$ cat src/rtl/frogger_pkg.sv
// Shared types and helpers for the game sequencer: state and sound encodings,
// score ceiling and a saturating score adder.
package frogger_pkg;

    typedef enum logic [1:0] {
        MENU    = 2'd0,
        PLAYING = 2'd1,
        DEAD    = 2'd2,
        WIN     = 2'd3
    } state_t;

    typedef enum logic [1:0] {
        UI_PRESS    = 2'd0,
        NEXTLEVEL   = 2'd1,
        CRASH       = 2'd2,
        CELEBRATION = 2'd3
    } sound_t;

    localparam int unsigned SCORE_MAX = 999;
    localparam int unsigned SCORE_W   = 10;

    // One extra bit of headroom so a large bonus cannot wrap before the clamp.
    function automatic logic [SCORE_W-1:0] score_add(
        input logic [SCORE_W-1:0] base,
        input logic [6:0]         inc,
        input logic [SCORE_W-1:0] ceiling
    );
        logic [SCORE_W:0] sum;
        sum = {1'b0, base} + {4'b0000, inc};
        return (sum > {1'b0, ceiling}) ? ceiling : sum[SCORE_W-1:0];
    endfunction

endpackage

$ cat src/rtl/frame_down_counter.sv
// Frame-tick counter: clear zeroes it, each enabled tick advances it, and done
// pulses on the tick that reaches the limit (the count then restarts at zero).
module frame_down_counter #(
    parameter int unsigned W = 8
) (
    input  logic         clk,
    input  logic         rst_n,
    input  logic         clear,
    input  logic         en,
    input  logic         tick,
    input  logic [W-1:0] limit,
    output logic         done
);

    logic [W-1:0] count_q;

    assign done = en && tick && (count_q == limit - W'(1));

    always_ff @(posedge clk) begin
        if (!rst_n) begin
            count_q <= '0;
        end else if (clear) begin
            count_q <= '0;
        end else if (en && tick) begin
            count_q <= done ? '0 : count_q + W'(1);
        end
    end

endmodule

$ cat src/rtl/game_state_ctrl.sv
// Central game sequencer: MENU/PLAYING/DEAD/WIN FSM, row/score/lives/level
// datapath, subtitle blink and a single-entry sound request register.
module game_state_ctrl
    import frogger_pkg::*;
#(
    parameter int unsigned ROWS         = 13,
    parameter int unsigned LIVES        = 3,
    parameter int unsigned DEAD_FRAMES  = 90,
    parameter int unsigned WIN_FRAMES   = 120,
    parameter int unsigned BLINK_FRAMES = 30,
    parameter int unsigned GOAL_BONUS   = 50,
    parameter int unsigned SCORE_MAX    = frogger_pkg::SCORE_MAX
) (
    input  logic       clk,
    input  logic       rst_n,
    input  logic       frame_tick,
    input  logic       btn_up_tick,
    input  logic       btn_down_tick,
    input  logic       btn_any_tick,
    input  logic       collision,
    output logic [1:0] state,
    output logic [3:0] curr_row,
    output logic [9:0] score,
    output logic [1:0] lives,
    output logic [3:0] level,
    output logic       blink,
    output logic       sound_valid,
    output logic [1:0] sound_type,
    input  logic       sound_ready
);

    localparam logic [1:0] ST_MENU    = MENU;
    localparam logic [1:0] ST_PLAYING = PLAYING;
    localparam logic [1:0] ST_DEAD    = DEAD;
    localparam logic [1:0] ST_WIN     = WIN;

    localparam int unsigned HOLD_MAX = (DEAD_FRAMES > WIN_FRAMES) ? DEAD_FRAMES : WIN_FRAMES;
    localparam int unsigned HOLD_W   = $clog2(HOLD_MAX + 1);
    localparam int unsigned BLINK_W  = $clog2(BLINK_FRAMES + 1);

    localparam logic [3:0]         GOAL_ROW   = 4'(ROWS - 1);
    localparam logic [3:0]         LAST_STEP  = 4'(ROWS - 2);
    localparam logic [1:0]         LIVES_INIT = 2'(LIVES);
    localparam logic [6:0]         GOAL_INC   = 7'(GOAL_BONUS + 1);
    localparam logic [SCORE_W-1:0] SCORE_CEIL = SCORE_W'(SCORE_MAX);

    logic [1:0]         state_q, state_d;
    logic [3:0]         row_q, row_d, row_up;
    logic [SCORE_W-1:0] score_q, score_d;
    logic [3:0]         best_q, best_d;
    logic [1:0]         lives_q, lives_d;
    logic [3:0]         level_q, level_d;
    logic               blink_q, blink_d;
    logic               snd_valid_q;
    logic [1:0]         snd_type_q;

    logic               post;
    logic [1:0]         post_type;
    logic               move_up, move_down;

    logic               hold_clear, hold_en, hold_done;
    logic [HOLD_W-1:0]  hold_limit;
    logic               blink_clear, blink_en, blink_done;

    assign move_up   = btn_up_tick && !btn_down_tick;
    assign move_down = btn_down_tick && !btn_up_tick;
    assign row_up    = row_q + 4'd1;

    // The hold count restarts whenever PLAYING is left (always into DEAD or WIN).
    assign hold_en    = (state_q == ST_DEAD) || (state_q == ST_WIN);
    assign hold_clear = (state_q == ST_PLAYING) && (state_d != ST_PLAYING);
    assign hold_limit = (state_q == ST_DEAD) ? HOLD_W'(DEAD_FRAMES) : HOLD_W'(WIN_FRAMES);

    assign blink_en    = (state_q == ST_MENU);
    assign blink_clear = (state_q != ST_MENU) && (state_d == ST_MENU);

    frame_down_counter #(.W(HOLD_W)) u_hold_cnt (
        .clk   (clk),
        .rst_n (rst_n),
        .clear (hold_clear),
        .en    (hold_en),
        .tick  (frame_tick),
        .limit (hold_limit),
        .done  (hold_done)
    );

    frame_down_counter #(.W(BLINK_W)) u_blink_cnt (
        .clk   (clk),
        .rst_n (rst_n),
        .clear (blink_clear),
        .en    (blink_en),
        .tick  (frame_tick),
        .limit (BLINK_W'(BLINK_FRAMES)),
        .done  (blink_done)
    );

    always_comb begin
        state_d   = state_q;
        row_d     = row_q;
        score_d   = score_q;
        best_d    = best_q;
        lives_d   = lives_q;
        level_d   = level_q;
        blink_d   = blink_q;
        post      = 1'b0;
        post_type = UI_PRESS;

        case (state_q)
            ST_MENU: begin
                if (btn_any_tick) begin
                    state_d   = ST_PLAYING;
                    row_d     = 4'd0;
                    score_d   = '0;
                    best_d    = 4'd0;
                    lives_d   = LIVES_INIT;
                    level_d   = 4'd0;
                    post      = 1'b1;
                    post_type = UI_PRESS;
                end else if (blink_done) begin
                    blink_d = !blink_q;
                end
            end
            // Priority inside PLAYING: collision, then goal, then plain movement.
            ST_PLAYING: begin
                if (collision) begin
                    state_d   = ST_DEAD;
                    lives_d   = (lives_q == 2'd0) ? 2'd0 : lives_q - 2'd1;
                    post      = 1'b1;
                    post_type = CRASH;
                end else if (move_up && (row_q == LAST_STEP)) begin
                    state_d   = ST_WIN;
                    row_d     = GOAL_ROW;
                    score_d   = score_add(score_q, GOAL_INC, SCORE_CEIL);
                    post      = 1'b1;
                    post_type = CELEBRATION;
                end else if (move_up) begin
                    row_d = row_up;
                    if (row_up > best_q) begin
                        best_d  = row_up;
                        score_d = score_add(score_q, 7'd1, SCORE_CEIL);
                    end
                end else if (move_down && (row_q != 4'd0)) begin
                    row_d = row_q - 4'd1;
                end
            end
            ST_DEAD: begin
                if (hold_done) begin
                    if (lives_q == 2'd0) begin
                        state_d = ST_MENU;
                        blink_d = 1'b1;
                    end else begin
                        state_d = ST_PLAYING;
                        row_d   = 4'd0;
                        best_d  = 4'd0;
                    end
                end
            end
            ST_WIN: begin
                if (hold_done) begin
                    state_d   = ST_PLAYING;
                    row_d     = 4'd0;
                    best_d    = 4'd0;
                    level_d   = level_q + 4'd1;
                    post      = 1'b1;
                    post_type = NEXTLEVEL;
                end
            end
            default: state_d = ST_MENU;
        endcase
    end

    always_ff @(posedge clk) begin
        if (!rst_n) begin
            state_q <= ST_MENU;
            row_q   <= 4'd0;
            score_q <= '0;
            best_q  <= 4'd0;
            lives_q <= LIVES_INIT;
            level_q <= 4'd0;
            blink_q <= 1'b1;
        end else begin
            state_q <= state_d;
            row_q   <= row_d;
            score_q <= score_d;
            best_q  <= best_d;
            lives_q <= lives_d;
            level_q <= level_d;
            blink_q <= blink_d;
        end
    end

    // Handshake: a request is offered while sound_valid=1 and consumed on any
    // cycle with sound_valid && sound_ready; sound_type holds until consumed,
    // except that a fresh post always replaces it (newest wins).
    always_ff @(posedge clk) begin
        if (!rst_n) begin
            snd_valid_q <= 1'b0;
            snd_type_q  <= 2'd0;
        end else if (post) begin
            snd_valid_q <= 1'b1;
            snd_type_q  <= post_type;
        end else if (snd_valid_q && sound_ready) begin
            snd_valid_q <= 1'b0;
        end
    end

    assign state       = state_q;
    assign curr_row    = row_q;
    assign score       = score_q;
    assign lives       = lives_q;
    assign level       = level_q;
    assign blink       = blink_q;
    assign sound_valid = snd_valid_q;
    assign sound_type  = snd_type_q;

endmodule

$ cat config.mk
export PLATFORM = sky130hd
export DESIGN_NAME = game_state_ctrl
export DESIGN_NICKNAME = d
export VERILOG_FILES = /design/src/rtl/frogger_pkg.sv /design/src/rtl/frame_down_counter.sv /design/src/rtl/game_state_ctrl.sv
export SDC_FILE = /design/constraint.sdc
export NUM_CORES = 1
export LEC_CHECK = 0
export BUFFER_PORTS_ARGS = -buffer_cell sky130_fd_sc_hd__buf_2
export CAP_MARGIN = 10
export CELL_PAD_IN_SITES_DETAIL_PLACEMENT = 0
export CELL_PAD_IN_SITES_GLOBAL_PLACEMENT = 1
export CORE_AREA = 2 2 59 116
export CTS_CLUSTER_DIAMETER = 150
export DETAILED_ROUTE_END_ITERATION = 10
export DIE_AREA = 0 0 61 118
export PLACE_DENSITY = 0.91
export SKIP_LAST_GASP = 1
export SLEW_MARGIN = 25
export SYNTH_ARGS = -nofsm -noshare
export SYNTH_HDL_FRONTEND = slang
export SYNTH_SLANG_ARGS = --single-unit
$ cat constraint.sdc
create_clock -name clk -period 7.25 [get_ports clk]
set_input_delay 1.45 -clock clk [delete_from_list [all_inputs] [get_ports clk]]
set_output_delay 1.45 -clock clk [all_outputs]
set_load 0.02 [all_outputs]
== Yosys cells after proc, flatten, opt, wreduce, memory -nomap -nowiden ==
Cells that the tools add are included.
Storage, ports and cells
  flip-flop bits (word level): 42
  output and inout port bits: 26
Operators by class
  $add $sub $neg: 9
  order comparisons: 3
  equal/unequal tests: 22
  multiplexer cells: 54
  bitwise logic cells: 1
  reductions and logical operators: 32
Operator list (count)
  10-bit two-way mux: 7
  4-bit two-way mux: 13
  4-bit case mux with 4 select lines: 2
  11-bit by 10-bit greater-than comparator with 1-bit output (second input constant): 2
  2-bit two-way mux: 10
  10-bit case mux with 2 select lines: 1
  2-bit != test (second input constant): 8
  1-bit two-way mux: 12
  10-bit by 1-bit adder with 11-bit output (second input constant): 1
  10-bit by 6-bit adder with 11-bit output (second input constant): 1
  1-bit logical AND: 11
  2-bit by 1-bit != test with 1-bit output (second input constant): 5
  5-bit AND reduction: 2
  2-bit nonzero test: 5
  4-bit by 1-bit adder with 4-bit output (second input constant): 2
  2-bit case mux with 2 select lines: 2
  2-bit case mux with 4 select lines: 1
  4-bit case mux with 2 select lines: 1
  8-bit AND reduction: 1
  7-bit by 1-bit adder with 7-bit output (second input constant): 1
  7-bit equality test: 1
  7-bit two-way mux: 1
  7-bit by 1-bit subtractor with 7-bit output (second input constant): 1
  2-bit zero test: 3
  other kinds (22): 27

== Longest topological paths before layout ==
  depth in word-level cells: 10
  gate-level depth with buffers: 9

== Modules after synthesis ==
From an unflattened synthesis, not the netlist that was laid out.
Second synthesis, totals
  cell total of the unflattened synthesis: 431
  area, all modules: 3369.5 um^2
Modules (own cells, without submodules)
  game_state_ctrl: times used 1, cells each 320, area each 2411.1 um^2
  frame_down_counter (u_hold_cnt): times used 1, cells each 71, area each 598.1 um^2
  frame_down_counter (u_blink_cnt): times used 1, cells each 40, area each 360.3 um^2

== Worst setup path before layout ==
Ideal clock, no wire load.
  kind: in2reg
  start: input btn_up_tick
  end: register score_q[9] (netlist: score[9])
  library setup time: 0.122 ns
  data arrival time: 2.856 ns
  data required time: 7.128 ns
  setup slack: 4.272 ns
  stages on the path: 7
  buffers on the path: 1
  cell sequence: nor2b_2 > buf_6 > nand4_1 > a41o_1 > a31o_4 > o21bai_1 > a221o_1
Between the ends
  cells in the longest elaborated chain, start to end: 5
  elaborated cells on any way between the ends: 8
Ends and longest elaborated chain
  start: declaration: line game_state_ctrl.sv:17  | input logic btn_up_tick,
  1-bit logical AND (*): line game_state_ctrl.sv:65  | assign move_up = btn_up_tick && !btn_down_tick;
  1-bit logical AND: line game_state_ctrl.sv:130  | end else if (move_up && (row_q == LAST_STEP)) begin
  10-bit two-way mux: line game_state_ctrl.sv:130
  10-bit two-way mux: line game_state_ctrl.sv:125  | if (collision) begin
  10-bit case mux with 2 select lines: line game_state_ctrl.sv:108  | case (state_q)
  end signal: assignment: line game_state_ctrl.sv:184  | score_q <= score_d;
  end: declaration: line game_state_ctrl.sv:49  | logic [SCORE_W-1:0] score_q, score_d;
Every way passes the cells marked *; elsewhere a longest branch is shown, timed or not. The select of a mux whose other input is x is not followed.
A chain may end at the register's enable or synchronous reset.

== Worst setup path after layout ==
  start: input btn_down_tick
  end: register score_q[9] (netlist: score[9])
Between the ends
  cells in the longest elaborated chain, start to end: 6
  elaborated cells on any way between the ends: 9
Ends and longest elaborated chain
  start: declaration: line game_state_ctrl.sv:18  | input logic btn_down_tick,
  1-bit zero test (*): line game_state_ctrl.sv:65
  1-bit logical AND (*): line game_state_ctrl.sv:65
  1-bit logical AND: line game_state_ctrl.sv:130
  10-bit two-way mux: line game_state_ctrl.sv:130
  10-bit two-way mux: line game_state_ctrl.sv:125
  10-bit case mux with 2 select lines: line game_state_ctrl.sv:108
Marked as above.

==> impl_metrics.yaml <==
run_status:
  status: "finished, final reports clean"
placed_design:
  place.detailed.hpwl_um: 5560
  dpl_cell_area_um2: 3020
  gp_congestion: 0.895
  numPortBuffers: 33
  place_ws_ns: 3.90
pwr:
  total_power_uw: 527
  p_leak_uw: 0.00117
  p_per_area_nw_per_um2: 167
  irDropWorstVdd_v: 0.000121
drt:
  drc_errors: 0
  post_drt_wl_per_cell_um: 15.7
  vias_per_cell: 5.84
  drt_iter0_drc: 195
  vias: 2694
  drt-pass1-iter-count: 4
  antenna_left: 0
  finalWirelength_um: 7220
synthesis:
  synth-edff-count: 0
  synth_top_area_frac: 0.291
  syn_inst: 353
  synth_seq_cells: 42
  yosys-top-cells-area: "dfxtp_1 29%, ha_1 6.5%, a21oi_1 5.2%"
  synthXorXnorAreaFrac: 0.0486
  synth-compound-area-share: 0.242
  async_reset_ff_frac: 0
  syn_area_per_cell_um2: 8.17
  synth_most_common_cell: "dfxtp_1"
  syn_area_um2: 2890
  synthMuxAreaShare: 0.0217
  synth_top_family_by_area: "simple AND/OR/NAND/NOR gates"
  synth_flop_cell: "dfxtp_1"
  synth.distinct_cells: 71
  synth_fa_ha_area_frac: 0.0650
  yosysWarnings: 0
  netlist_top_cells_count: "42 x dfxtp_1, 37 x nand2_1, 32 x nor2_1"
  yosys.area.top_type: "dfxtp_1"
  synthSimpleGateAreaFrac: 0.265
  synth_fp_nets: 376
  ys_seq_area_frac: 0.291
final_layout:
  finalInstanceArea_um2: 3150
  seqCellArea_um2: 841
  syn2layout_area_growth_pct: 9.15
  fin_util: 0.499
  antenna_cells: 0
  nets: 398
  multiInputGateArea_um2: 1850
  nFillCells: 639
  drive_above_1_share: 0.163
timing:
  slew_viol_final: 0
  tns_ns: 0
  report.final.hold_viol_count: 0
  setup_slack_ns: 4.19
  clock-skew-final_ns: 0.00709
  setup_viol: 0
  period_share: 0.422
  rsz0062_at_grt: "false"
  worstMarginPinSlew_ns: 0.674
  max_freq_mhz: 327
  period_minus_slack_ns: 3.06
  slew-limit-headroom: 0.550
die:
  ios: 34
  start_util: 0.457
  die_h_um: 118
  dieArea_um2: 7200
  rows: 41
  fp.coreArea_um2: 6310
  die_w_um: 61
global_route:
  grt_pass1_vias: 2716
  antenna_found_initial: 0
  track_usage: 0.217
  grt_max_degree: 17
  grt.overflow.total: 0
  grt_first_pass_wirelength_um: 12200
worst_setup_path:
  cp-end-kind: "register"
  path_max_fanout: 8
  crit_path_start_kind: "primary input"
  cp.arrival_ns: 3.23
  critPathBufInv: 1
  crit_type: "in2reg"
  worst_ep_required_time_ns: 7.42
  cp_top_family: "compound AO/OA/AOI/OAI gates"
  worstPathCellList: "buf_2, nor2b_2, nand4_1, a41o_1, a31o_4, o21bai_1, a221o_1"
  cp_slowest_cell: "a41o_1"
  max_stage_delay_ns: 0.35
clock_tree:
  cts_max_level: 2
  cts-root-buf: "clkbuf_16"
  postCtsSetupRepairBufs: 0
  holdBufCountCts: 0
  cts_buffers: 5
  post_cts_resized: 0
  path_clk_slew_ns: 0.06
  cts_tree: "done"
  clk_latency_ns: 0.28
  cts_sinks: 42
  cts_buffer_depth: 2
min_path:
  hp-class: "reg2reg"
job:
  max_cap_viol_count: 0
[flip-flops by register name, summed over array words and instances (netlist names), 2 cells and up]
signal,cells
score,10
u_hold_cnt.count_q,7
u_blink_cnt.count_q,5
best_q,4
curr_row,4
level,4
lives,2
sound_type,2
state,2
[metal layers]
| layer | up-vias | share of wire | wire length (µm) | GRT usage |
|---|---|---|---|---|
| li1 | 1338 | - | - | - |
| met1 | 1278 | 0.36 | 2620 | 0.217 |
| met2 | 57 | 0.57 | 4110 | 0.398 |
| met3 | 21 | 0.025 | 181 | 0.0308 |
| met4 | 0 | 0.042 | 306 | 0.113 |
| met5 | - | 0 | 0 | 0 |
[worst register-to-register path, stage by stage (launching register included)]
cell and delay, ns:
dfxtp_1 0.51, inv_1 0.14, ha_1 0.38, ha_1 0.30, nor2b_1 0.13, o211ai_1 0.19
a21oi_1 0.16, o21ai_1 0.55, nor2_1 0.12, a221o_1 0.30
[cell type report]
| cell class | count | share of cell area |
|---|---|---|
| clock buffer | 7 | 0.0421 |
| inverter | 13 | 0.0155 |
| multi-input combinational | 280 | 0.589 |
| sequential | 42 | 0.267 |
| tap | 86 | 0.0342 |
| timing repair buffer | 33 | 0.0524 |
[per-stage QoR]
stage | cells | hold WS, ns
after floorplan | 353 | 0.432
after global placement | 454 | 0.443
after detailed placement | 454 | 0.451
after CTS | 461 | 0.459
after global routing | 461 | 0.487
final | 461 | 0.452
[cell usage in the layout (no fill, tap or decap), types with 4 or more instances in the layout]
cell	instances
mux2i_1	4
nand2b_1	8
or3_1	7
nor2_1	32
nand4_1	7
inv_1	13
dfxtp_1	42
nor3_1	5
clkbuf_16	5
a211oi_1	4
or2_2	4
nand3_1	17
a31oi_1	4
nand2_1	37
a21oi_1	30
xnor2_1	7
xor2_1	9
and2_1	4
o21ai_0	12
ha_1	15
a221o_1	5
buf_2	33
o211ai_1	4
[power breakdown]
group / switching (µW) / internal [µW]
clock: 86.1 / 126
combinational: 44.2 / 24.2
sequential: 9.10 / 237
total: 139 / 387
[cell families after synthesis]
| logic type | count (synthesis) |
|---|---|
| compound gates | 97 |
| xor+xnor | 16 |
| buf+inv | 31 |
| mux | 6 |
| simple gates | 146 |
| flops | 42 |
| fa+ha+maj | 15 |
[final timing paths]
path                   endpoint  depth (start not counted)  slack [ns]          start
setup / recovery       score[9]                          7        4.19  btn_down_tick
setup reg to reg       score[7]                          9        4.36    curr_row[0]
hold reg to reg   sound_type[1]                          2        0.45  sound_type[1]
hold / removal    sound_type[1]                          2        0.45  sound_type[1]
No activity file was read; power rests on OpenSTA's default activity.
